<file path="src/rtl/hack_cpu_ctrl.sv">
// Hack CPU control/register stage: two-cycle FETCH/EXEC sequencer around an external ALU.
// Holds A, D, PC and IR, decodes ALU controls, and resolves write-back, memory writes and jumps.
module hack_cpu_ctrl #(
  parameter logic [14:0] RESET_PC = 15'h0000
) (
  input  logic        clk,
  input  logic        rst,
  input  logic [15:0] instr,
  output logic [14:0] pc,
  input  logic [15:0] in_m,
  input  logic        mem_wait,
  output logic [14:0] address_m,
  output logic [15:0] out_m,
  output logic        write_m,
  output logic [15:0] alu_x,
  output logic [15:0] alu_y,
  output logic        alu_zx,
  output logic        alu_nx,
  output logic        alu_zy,
  output logic        alu_ny,
  output logic        alu_f,
  output logic        alu_no,
  input  logic [15:0] alu_out,
  input  logic        alu_zr,
  input  logic        alu_ng
);

  typedef enum logic {FETCH, EXEC} state_t;

  state_t      state, state_nxt;
  logic [15:0] a_reg, d_reg, ir;
  logic [14:0] pc_reg;
  logic        is_c, commit, jmp;

  assign is_c   = ir[15];
  assign commit = (state == EXEC) && !mem_wait;
  assign jmp    = is_c & ((ir[2] & alu_ng) | (ir[1] & alu_zr) | (ir[0] & ~alu_ng & ~alu_zr));

  always_ff @(posedge clk or posedge rst) begin
    if (rst) state <= FETCH;
    else     state <= state_nxt;
  end

  // write_m is gated by rst so an abandoned store drops with the reset itself.
  always_comb begin
    state_nxt = state;
    write_m   = 1'b0;
    case (state)
      FETCH: state_nxt = EXEC;
      EXEC: begin
        write_m = is_c & ir[3] & ~rst;
        if (!mem_wait) state_nxt = FETCH;
      end
      default: state_nxt = FETCH;
    endcase
  end

  // All commit-time writes see pre-commit A, so the jump target is the old A.
  always_ff @(posedge clk or posedge rst) begin
    if (rst) begin
      a_reg  <= 16'h0000;
      d_reg  <= 16'h0000;
      ir     <= 16'h0000;
      pc_reg <= RESET_PC;
    end else begin
      if (state == FETCH) ir <= instr;
      if (commit) begin
        if (!is_c) begin
          a_reg <= ir;
        end else begin
          if (ir[5]) a_reg <= alu_out;
          if (ir[4]) d_reg <= alu_out;
        end
        pc_reg <= jmp ? a_reg[14:0] : pc_reg + 15'd1;
      end
    end
  end

  assign pc        = pc_reg;
  assign address_m = a_reg[14:0];
  assign out_m     = alu_out;
  assign alu_x     = d_reg;
  assign alu_y     = (is_c && ir[12]) ? in_m : a_reg;
  assign {alu_zx, alu_nx, alu_zy, alu_ny, alu_f, alu_no} = is_c ? ir[11:6] : 6'b000000;

endmodule

</file>
<file path="config.mk">
export PLATFORM = sky130hd
export DESIGN_NAME = hack_cpu_ctrl
export DESIGN_NICKNAME = d
export VERILOG_FILES = /design/src/rtl/hack_cpu_ctrl.sv
export SDC_FILE = /design/constraint.sdc
export NUM_CORES = 1
export LEC_CHECK = 0
export BUFFER_PORTS_ARGS = -buffer_cell sky130_fd_sc_hd__clkbuf_2
export CAP_MARGIN = 15
export CORE_UTILIZATION = 49
export DETAILED_ROUTE_END_ITERATION = 8
export PLACE_DENSITY = 0.89
export SYNTH_ARGS = -nofsm -noshare
export SYNTH_HDL_FRONTEND = slang
export SYNTH_SLANG_ARGS = --single-unit
export TNS_END_PERCENT = 50
</file>
<file path="constraint.sdc">
create_clock -name clk -period 2.2 [get_ports clk]
set_input_delay 0.44 -clock clk [delete_from_list [all_inputs] [get_ports clk]]
set_output_delay 0.44 -clock clk [all_outputs]
set_load 0.05 [all_outputs]
</file>
# After elaboration in Yosys (flattened, before gate mapping)
# Index checks and enable logic that the tools add are counted.
[op_classes]
n_addsub = 1
n_eq_ne = 1
muxes = 8
bitwise_logic = 13
reduce_logical = 5
[op_table]
columns = ["op", "count"]
rows = [
  ["2-to-1 mux 16 bit", 3],
  ["adder 15 x 1 -> 15 bit (second input constant)", 1],
  ["2-to-1 mux 15 bit", 1],
  ["AND 1 bit", 7],
  ["2-to-1 mux 6 bit", 1],
  ["inverter 1 bit", 4],
  ["AND reduction 3 bit", 1],
  ["logical AND 1 bit", 2],
  ["2-to-1 mux 1 bit", 2],
  ["inequality test 2 bit (second input constant)", 1],
  ["OR 1 bit", 2],
  ["case mux 1 bit (2 select lines)", 1],
  ["AND reduction 2 bit", 1],
  ["logical NOT 1 bit", 1],
]
[word_totals]
ff_bits = 64
inputBits = 53
out_inout_bits = 85
word_cells = 33

# Longest topological paths before layout
[logic_depth]
word_depth = 6
mapped_depth = 7
mapped_depth_nobuf = 5

# Worst setup path before layout
# Ideal clock, no wire load.
[synth_timing]
kind = "reg-to-output"
from = "reg ir[15]"
to = "out write_m"
t_arrival_ps = 2097
required_time_ps = 1760
slack_ps = -337
stages_incl_launch_ff = 5
path_cell_list = "dfrtp_1 clkbuf_1 buf_2 clkbuf_1 nor3b_1"
[synth_between]
elab_chain_len = 3
[synth_lines]
columns = ["element", "line_no", "rtl"]
rows = [
  ["from (decl)", "31", "logic [15:0] a_reg, d_reg, ir;"],
  ["from (signal assigned)", "66", "if (state == FETCH) ir <= instr;"],
  ["AND 1 bit (2 in series)", "51", "write_m = is_c & ir[3] & ~rst;"],
  ["2-to-1 mux 1 bit", "48", "case (state)"],
  ["to (decl)", "14", "output logic write_m,"],
]
# No other way between the ends.

# Final worst setup path
[layout_timing]
from = "reg ir[12]"
to = "out alu_y[4]"
[layout_between]
elab_chain_len = 2
[layout_lines]
columns = ["element", "line_no", "rtl"]
rows = [
  ["logical AND 1 bit", "83", "assign alu_y = (is_c && ir[12]) ? in_m : a_reg;"],
  ["2-to-1 mux 16 bit", "83", ""],
  ["to (decl)", "16", "output logic [15:0] alu_y,"],
]
# No other way between the ends.

==> impl.org <==
** Synth
- Adder and majority gate portion of the synthesized area :: 0.00363
- Share of the yosys chip area belonging to registers :: 0.465
- Mean area per synthesized cell :: 10.9 um^2
- In the synthesized netlist, the number of instances is 316.
- Of the total synthesized cell area, the portion taken by XOR and XNOR cells is 0.
- During synthesis, Yosys emitted a total of 0 warnings.
- Complex-gate fraction of the synthesized area :: 0.0991
- In the post-synthesis netlist, the biggest area contributors are dfrtp_1 (46%), mux2_2 (15%), buf_4 (7.2%), mux2i_1 (6.7%), a21oi_1 (3.6%).
- Portion of netlist area occupied by mux cells :: 0.220
- Of the total synthesized cell area, the portion taken by AND, OR, NAND and NOR gates is 0.101.
- Dominant combinational cell family by area after synthesis :: multiplexers
- Synthesis inferred 64 register bits.
- Yosys top cell area share :: 0.465
- Biggest area consumer among synthesized cells :: dfrtp_1
- Synthesis produced a netlist with a net count of 370.
- In this run, distinct cell masters in the synthesized netlist total 38.
- The cell area that synthesis handed to floorplanning was 0.00345 mm^2.

** Detailed routing
- Antenna viol nets, final :: 0
- Highest routed metal layer :: met4
- The first TritonRoute pass finished after 4 iterations.
- After detailed routing, the number of vias per cell comes to 5.28.
- Per-cell routed wire length :: 16.0 um
- For this block, wires on met1 add up to 3390 um.
- Detailed routing placed a total of 597 um of wire on met3.
- Detailed routing inserted a total of 2769 vias.
- Initial drt markers :: 184
- Routed wire length :: 8370 um
- Met2 layer wire length in the routed design :: 4270 um
- Detailed-route DRC error count :: 0

** Cells and area
- For this run, the post-layout net count is 477.
- Of the cells placed in the final design, the portion with a size suffix greater than 1 is 0.502.
- Leading cell type in the layout, fill and taps excluded :: clkbuf_2
- 0 antenna diodes ended up in the layout.
- Fill cell instance count of the final layout :: 560
- Area growth, synth to finish :: 22.3%
- In the layout the commonest cells are clkbuf_2 (137), dfrtp_1 (64), mux2_2 (47), a21oi_1 (25), mux2i_1 (23).

** Worst setup path
- Endpoint arrival time on the critical path :: 1.65 ns
- Traced cell by cell, the critical path runs through nand2_1, buf_4, mux2_2, clkbuf_2.
- Along the worst path, the maximum fanout reaches 9.
- Startpoint type of the worst setup path :: register
- Required time at the endpoint of the critical path :: 1.76 ns
- Slowest stage cell, crit path :: dfrtp_1
- The worst register-to-register path has a setup slack of 0.43 ns.
- The kind of cell with the highest combined delay along the critical path is buffers and inverters.
- The largest single stage delay on the critical path is 0.39 ns.
- The critical path contains buffers and inverters numbering 2 combined.
- Path type of the worst setup path :: register to primary output
- The worst setup path is captured at a primary output.

** Power
- Fraction of power spent switching nets :: 0.517
- The analysis attributes to cell leakage a power of 2.08 nW.
- Power share of the sequential group :: 0.323
- The analysis attributes to net switching a power of 3.14 mW.
- Combinational cell fraction of total power :: 0.508
- For this design the ratio of total power to cell area is 1440 mW/mm^2.
- Of the total power, the clock network draws 0.170.
- Design internal power :: 2.93 mW
- The worst-case IR drop observed on VDD is 0.000831 V.

** STA
- The smallest clock period supported by the final layout is computed as 2.09 ns.
- Hold violation count in the final report :: 0
- Setup violations remaining at the end of the flow were counted as 0.
- Maximum clock rate :: 479 MHz
- Measured against its own limit, the worst slew margin works out to 0.655.
- Dividing the final minimum period by the clock period gives 0.949.
- The max-slew violation count was 0.
- For the final routed database, the setup TNS stands at 0 ns.
- Across the routed clock network, the largest skew measured is 0.00826 ns.
- Slew at the pin closest to its max-slew limit :: 0.517 ns
- After layout, the worst setup slack is 0.111 ns.
- Setup repair after global routing missed its margin :: no

** GRT
- Global-route wire length before repair :: 13300 um
- For this run the aggregate overflow at the end of global routing stands at 0.
- Entering global routing, the biggest net connects 42 pins.
- Vias in the first global route :: 2694
- Initial antenna violation count :: 0
- For this run, the total global-route usage over all layers was measured as 0.237.

** Clocking
- Count of buffers added by post-CTS timing repair for setup :: 0
- Clock Sink Count :: 64
- CTS Root Cell :: clkbuf_8
- After clock tree synthesis, the repair step resized 0 gates.
- For the worst-skew pair, the clock arrives at the later sink with an insertion delay of 0.34 ns.
- TritonCTS built the clock tree.
- Maximum clock path buffer count :: 2
- Buffers inserted to repair hold after CTS numbered 0.
- Reg clk slew, reported paths :: 0.07 ns
- The H-tree generated during clock tree synthesis spans 3 levels.
- Number of CTS-inserted buffers :: 9

** Floorplan
- The floorplan step defined a die boundary enclosing 0.00737 mm^2.
- Chip height :: 85.9 um
- In this run the horizontal extent of the chip is 85.9 um.
- After floorplanning, the core was divided into 30 placement rows.
- Ports placed on the boundary :: 138
- Std-Cell Core Area :: 0.00679 mm^2
- Initial Util :: 0.507

** Placed design
- GPL Wtd Cong :: 0.810
- The wire-length estimate of the detail-placed layout is 6300 um.
- Timing analysis after detailed placement gives a worst setup slack of 0.374 ns.
- I/O Buffers :: 137

** Job
- Max Cap Viol :: 0

** Worst hold path
- The path class of the tightest hold or removal check is input pin to asynchronous set/reset pin.

** Status
- The run finished with clean final reports.
final timing paths:
check	startpoint	cells past startpoint	end
min	rst	2	ir[3]
min reg2reg	alu_x[1]	1	alu_x[1]
max in group asynchronous	rst	3	alu_x[9]
min in group clk	instr[3]	3	ir[3]
max	ir[12]	4	alu_y[4]
max reg2reg	pc[0]	5	pc[14]
cell type report:
cell class	count	area, um^2	share of cell area
multi-input cells	189	1470	0.348
clock buffers	10	138	0.0327
flip-flops and latches	64	1600	0.380
well taps	96	120	0.0285
inverters	11	41.3	0.00980
clock inverters	6	67.6	0.0160
repair buffers	148	781	0.185
per-stage QoR:
stage          utilization  hold WS (ns)  cells  power, mW  cell area, um^2
3_5_place_dp         0.590         0.494    508       5.06             4010
6_report             0.620         0.134    524       6.07             4220
4_1_cts              0.620         0.141    524       6.10             4220
5_1_grt              0.620         0.174    524       6.36             4220
2_1_floorplan            -         0.479    316       4.44             3450
3_3_place_gp         0.590         0.487    508       4.97             4010
Yosys cell counts, drive strengths merged:
cell type	number
a22o	2
o311ai	1
clkbuf	8
and3	2
o22a	2
o221ai	1
o21ai	6
mux2i	23
inv	11
dfrtp	64
a211oi	1
a31oi	1
nor2b	1
a22oi	1
o211ai	2
and4	6
o31ai	1
mux2	47
a21oi	26
o2bb2ai	1
nand3	14
buf	44
ha	1
or4	2
nor2	15
nand4b	2
and2	6
nor3b	2
a2bb2oi	7
nor3	1
nand2	11
nand4	3
o21a	1
power groups by stage:
stage / logic (mW) / clock network, mW / registers (mW)
finish: 3.08 / 1.03 / 1.96
CTS: 3.10 / 1.05 / 1.95
global placement: 3.02 / 0 / 1.94
detailed placement: 3.09 / 0 / 1.97
floorplan: 1.73 / 0 / 2.71
global route: 3.24 / 1.11 / 2.01
per-layer routing:
layer  global-route usage  vias to the layer above
li1                     -                     1319
met3               0.0818                       10
met1                0.307                     1313
met5                    0                        -
met2                0.374                      127
met4               0.0773                        0
logic make-up after synthesis:
group,after synthesis
adder cells (fa/ha/maj),1
buffers and inverters,63
AND/OR/NAND/NOR,65
AO/OA/AOI/OAI,53
multiplexers,70
flip-flops,64
No activity file was read; power rests on OpenSTA's default activity.
